--- config.mk ---
export PLATFORM = sky130hd
export DESIGN_NAME = mmu_8722
export DESIGN_NICKNAME = d
export VERILOG_FILES = /design/src/rtl/mmu_8722.sv
export SDC_FILE = /design/constraint.sdc
export NUM_CORES = 1
export LEC_CHECK = 0
export CORE_UTILIZATION = 57
export DETAILED_ROUTE_END_ITERATION = 16
export PLACE_DENSITY_LB_ADDON = 0.05
export SYNTH_ARGS = -nofsm -noshare
export SYNTH_HDL_FRONTEND = slang
export SYNTH_SLANG_ARGS = --single-unit
--- constraint.sdc ---
create_clock -name clk -period 4.5 [get_ports clk]
set_clock_uncertainty 0.05 [all_clocks]
set_input_delay 0.9 -clock clk [delete_from_list [all_inputs] [get_ports clk]]
set_output_delay 0.9 -clock clk [all_outputs]
set_load 0.03 [all_outputs]
--- src/rtl/mmu_8722.sv ---
// 8722 MMU: CPU-visible config registers ($D500-$D50B, $FF00-$FF04), PLA mode outputs, DRAM bank/relocation.
// Register reads are combinational; writes commit on the clock edge; no backpressure (one access per cycle).
module mmu_8722 #(
    parameter logic [7:0] VERSION = 8'h20
) (
    input  logic        clk,
    input  logic        rst_n,
    input  logic [15:0] a,
    input  logic [7:0]  din,
    input  logic        rw,
    input  logic        aec,
    input  logic        iocs,
    input  logic        game,
    input  logic        exrom,
    input  logic        sw4080,
    output logic [7:0]  dout,
    output logic        doe,
    output logic        ms0,
    output logic        ms1,
    output logic        ms2,
    output logic        ms3,
    output logic        z80en,
    output logic        fsdir,
    output logic [1:0]  ram_bank,
    output logic [7:0]  ta,
    output logic [1:0]  vic_bank
);

    logic [7:0] r_cr;
    logic [7:0] r_pcr [4];
    logic       r_z80sel;
    logic       r_fsdir;
    logic       r_c64;
    logic [7:0] r_rcr;
    logic [7:0] r_p0l;
    logic [7:0] r_p0h;
    logic [7:0] r_p1l;
    logic [7:0] r_p1h;
    logic [7:0] r_p0h_sh;
    logic [7:0] r_p1h_sh;

    logic       w_d5_hit;
    logic       w_ff_hit;
    logic       w_d5_wr;
    logic       w_ff_wr;
    logic       w_rd;
    logic [1:0] w_pcr_idx;
    logic [7:0] w_mcr_rd;
    logic [7:0] w_page;
    logic [15:0] w_cmn_mask;
    logic       w_cmn_bot;
    logic       w_cmn_top;
    logic       w_cmn_hit;

    // Once the machine drops into C64 mode the whole register file vanishes from the bus.
    assign w_d5_hit  = iocs && (a[11:8] == 4'h5) && (a[7:0] <= 8'h0B) && !r_c64;
    assign w_ff_hit  = (a[15:3] == 13'h1FE0) && (a[2:0] <= 3'd4) && !r_c64;
    assign w_d5_wr   = aec && !rw && w_d5_hit;
    assign w_ff_wr   = aec && !rw && w_ff_hit;
    assign w_rd      = aec && rw && (w_d5_hit || w_ff_hit);
    // Offsets 1..4 map to PCR 0..3 for both windows ($D501-4, $FF01-4); offset 4 wraps to 3.
    assign w_pcr_idx = a[1:0] - 2'd1;

    assign w_mcr_rd  = {sw4080, r_c64, exrom, game, r_fsdir, 1'b1, 1'b1, r_z80sel};

    always_ff @(posedge clk or negedge rst_n) begin
        if (!rst_n) begin
            r_cr     <= 8'h00;
            for (int i = 0; i < 4; i++) r_pcr[i] <= 8'h00;
            r_z80sel <= 1'b0;
            r_fsdir  <= 1'b0;
            r_c64    <= 1'b0;
            r_rcr    <= 8'h00;
            r_p0l    <= 8'h00;
            r_p0h    <= 8'h00;
            r_p1l    <= 8'h01;
            r_p1h    <= 8'h00;
            r_p0h_sh <= 8'h00;
            r_p1h_sh <= 8'h00;
        end else if (w_d5_wr) begin
            case (a[3:0])
                4'h0: r_cr <= din;
                4'h1, 4'h2, 4'h3, 4'h4: r_pcr[w_pcr_idx] <= din;
                4'h5: begin
                    r_z80sel <= din[0];
                    r_fsdir  <= din[3];
                    r_c64    <= din[6];
                end
                4'h6: r_rcr <= din;
                // High byte is staged so a pointer never points at a half-updated page.
                4'h7: begin
                    r_p0l <= din;
                    r_p0h <= r_p0h_sh;
                end
                4'h8: r_p0h_sh <= din;
                4'h9: begin
                    r_p1l <= din;
                    r_p1h <= r_p1h_sh;
                end
                4'hA: r_p1h_sh <= din;
                default: ;
            endcase
        end else if (w_ff_wr) begin
            if (a[2:0] == 3'd0) r_cr <= din;
            else                r_cr <= r_pcr[w_pcr_idx];
        end
    end

    always_comb begin
        dout = 8'h00;
        doe  = 1'b0;
        if (w_rd) begin
            doe = 1'b1;
            if (w_d5_hit) begin
                case (a[3:0])
                    4'h0:                   dout = r_cr;
                    4'h1, 4'h2, 4'h3, 4'h4: dout = r_pcr[w_pcr_idx];
                    4'h5:                   dout = w_mcr_rd;
                    4'h6:                   dout = r_rcr;
                    4'h7:                   dout = r_p0l;
                    4'h8:                   dout = r_p0h;
                    4'h9:                   dout = r_p1l;
                    4'hA:                   dout = r_p1h;
                    default:                dout = VERSION;
                endcase
            end else if (a[2:0] == 3'd0) begin
                dout = r_cr;
            end else begin
                dout = r_pcr[w_pcr_idx];
            end
        end
    end

    always_comb begin
        case (a[15:14])
            2'b01:   {ms1, ms0} = {r_cr[1], r_cr[1]};
            2'b10:   {ms1, ms0} = r_cr[3:2];
            2'b11:   {ms1, ms0} = r_cr[5:4];
            default: {ms1, ms0} = 2'b11;
        endcase
    end

    assign ms2      = r_cr[0];
    assign ms3      = ~r_c64;
    assign z80en    = ~r_z80sel;
    assign fsdir    = r_fsdir;
    assign vic_bank = r_rcr[7:6];

    always_comb begin
        case (r_rcr[1:0])
            2'd0:    w_cmn_mask = 16'hFC00;
            2'd1:    w_cmn_mask = 16'hF000;
            2'd2:    w_cmn_mask = 16'hE000;
            default: w_cmn_mask = 16'hC000;
        endcase
    end

    assign w_cmn_bot = r_rcr[2] && ((a & w_cmn_mask) == 16'h0000);
    assign w_cmn_top = r_rcr[3] && ((a & w_cmn_mask) == w_cmn_mask);
    assign w_cmn_hit = w_cmn_bot || w_cmn_top;
    assign w_page    = a[15:8];

    // Relocation swaps the target page with page 0/1 only when it lives in the active bank.
    always_comb begin
        ta       = w_page;
        ram_bank = r_cr[7:6];
        if (w_page == 8'h00) begin
            ta       = r_p0l;
            ram_bank = r_p0h[1:0];
        end else if ((w_page == r_p0l) && (r_p0h[1:0] == r_cr[7:6])) begin
            ta = 8'h00;
        end else if (w_page == 8'h01) begin
            ta       = r_p1l;
            ram_bank = r_p1h[1:0];
        end else if ((w_page == r_p1l) && (r_p1h[1:0] == r_cr[7:6])) begin
            ta = 8'h01;
        end
        if (w_cmn_hit) ram_bank = 2'b00;
    end

endmodule

==> metrics.cfg <==
[status]
outcome=complete, no violations

[synth]
synthCells=465
syn_nets=502
ys_seq_area_frac=0.445
yosysWarnings=0
synth_top_flop_cell=dfrtp_1
avgSynthCellArea_sq_um=12.0
syn-cell-area_sq_mm=0.00557
synth-edff-count=0
yosys_register_bits=99
ys_async_sr_fraction=1.00
yosysUniqueCellTypes=58

[cts]
post_cts_resized=0
cts_tree=built
clkLatencyLatePin_ps=370
htree_num_levels=3
clk_transition_reported_paths_ps=110
postCtsHoldBufs=0
numCtsBuffers=9
clock_sinks=99
cts_buffer_depth=2
cts_root_buffer=clkbuf_8
cts_setup_buffers=0

[grt]
grt_pass1_vias=4150
grt_antenna_before_repair=0
grtUsageTotal=0.319
grt_max_degree=71
grt_remaining_overflow=0
grt_pass1_wl_um=23700

[floorplan]
core_area_sq_mm=0.00937
die_h_um=101
start_util=0.594
die_area_sq_mm=0.0102
rows=35
die-width_um=101
ioPinCount=59

[cells_and_area]
final_nets=564
fin_area_sq_mm=0.00651
fin_util=0.695
diodes=0
multi_input_area_sq_mm=0.00287
area.growth.synth_to_final_pct=16.9
final_cells=661
drive_gt1_frac=0.350
register_area_sq_mm=0.00248
fillers=715

[timing]
worst-slew-pin-transition_ps=899
rsz0062_at_grt=false
hold_viol_final=0
fmax_ghz=0.232
tns_ps=0
fin_crit_ps=4300
drv_slew=0
finalCritPeriodShare=0.956
setup_viol=0
relSlewSlack=0.401

[setup_path]
end_kind=primary output
crit_arrival_ps=3350
worstPathRequired_ps=3550
rr_startpoint=r_c64
worstSetupStartpointType=input port
crit_start=a[1]
path_class=input port to primary output
cp_max_fo=9

[pwr]
power_density_mw_per_mm2=254
total_power_mw=1.66
leakagePower_nw=3.01
ir_drop_v=0.000180

[placed_design]
dpl.cell_count=645
place.gp.congestion=0.935
dp_hpwl_um=11000
io_buffers=58
placed_area_sq_mm=0.00631

[route]
num_vias=4220
ant_nets=0
drtPass1Iterations=8
wl_um=15100
viasPerCell=6.38
avgRoutedWirePerCell_um=22.9
drt-initial-drc-count=357
drc=0

[job]
cap_viol_max_count=0

[worst_hold_path]
hold_start=r_p0h_sh[6]
hp-class=register to register

synthesized netlist by cell type (7+ instances only):
library cell  count  area (sq um)
inv_1            15          56.3
o21ai_0          13          65.1
a21oi_1          12          60.1
clkbuf_1         15          56.3
a222oi_1          7          70.1
dfrtp_1          98          2450
and2_1            8          50.1
mux4_2            8           180
nand2_1          21          78.8
mux2i_1          10           100
xnor2_1          16           140
a22oi_1          12          90.1
mux2_2           98          1100
nor2_1           19          71.3
a221o_1           8          80.1
cells in the final DEF (no fill, tap or decap), types with 3 or more instances in the layout:
master	synthesis	layout
a211o_1	4	4
a21oi_1	12	12
a221o_1	8	8
a221oi_1	3	3
a222oi_1	7	7
a22o_1	3	3
a22oi_1	12	12
and2_1	8	8
buf_4	2	41
clkbuf_8	0	9
clkdlybuf4s50_1	0	39
dfrtp_1	98	98
ha_1	5	5
inv_1	15	15
mux2_2	98	98
mux2_4	5	5
mux2i_1	10	10
mux4_2	8	8
nand2_1	21	21
nand2b_1	5	5
nand4_1	5	5
nor2_1	19	19
nor2_2	4	4
nor2b_1	4	4
nor3_4	5	5
nor4_1	3	3
o211ai_1	4	4
o21ai_0	13	13
o22ai_1	3	3
xnor2_1	16	16
xor2_1	4	4
area by class of cell:
type | count | area share
repair buffers | 82 | 0.113
well taps | 129 | 0.0248
multi-input cells | 320 | 0.441
flip-flops and latches | 99 | 0.381
clock inverters | 7 | 0.0123
clock buffers | 9 | 0.0190
inverters | 15 | 0.00865
kinds of logic after synthesis:
logic type / Yosys count / share of synthesized area
mux: 122 / 0.264
flops: 99 / 0.445
simple gates: 88 / 0.0924
compound gates: 85 / 0.117
buf+inv: 46 / 0.0389
xor+xnor: 20 / 0.0315
fa+ha+maj: 5 / 0.0112
worst max-delay path, cell delays in order:
cell,delay (ps)
clkdlybuf4s50_1,450
inv_1,120
ha_1,400
nor4_1,130
nor3_2,550
a21oi_1,150
and3_1,220
a211oi_1,220
buf_4,210
stage by stage:
stage / hold slack (ps) / setup WS (ps)
2_1_floorplan: 396 / 19.5
3_3_place_gp: 423 / 242
3_5_place_dp: 442 / 211
4_1_cts: 469 / 202
5_1_grt: 486 / 46.4
6_report: 458 / 198
per-layer routing:
layer,track usage,part of all wire,vias to the layer above
met3,0.0562,0.073,38
met4,0.113,0.027,0
li1,-,-,1859
met2,0.493,0.47,196
met1,0.458,0.43,2127
met5,0,0,-
registers in the layout, summed over array words and instances (netlist names):
register  count
r_p0h         8
r_rcr         8
r_c64         1
fsdir         1
r_cr          8
r_z80sel      1
r_p0h_sh      8
r_p1l         8
r_p1h         8
r_p0l         8
r_p1h_sh      8
r_pcr        32
worst paths after layout:
path / cells after the start / slack, ps / endpoint
min in group asynchronous: 1 / 570 / r_p1l[2]
max in group asynchronous: 2 / 2880 / r_rcr[3]
setup reg to reg: 6 / 1680 / r_cr[5]
hold reg to reg: 1 / 460 / r_p0h[6]
hold / removal: 1 / 460 / r_p0h[6]
setup / recovery: 9 / 200 / dout[5]
power breakdown:
group	leakage [nW]	internal (mW)	total (mW)	switching, mW
Sequential	1.35	0.889	0.889	0.0000270
Combinational	1.56	0.0733	0.183	0.110
Clock	0.0998	0.224	0.583	0.359
Power figures use the tool's default switching activity.
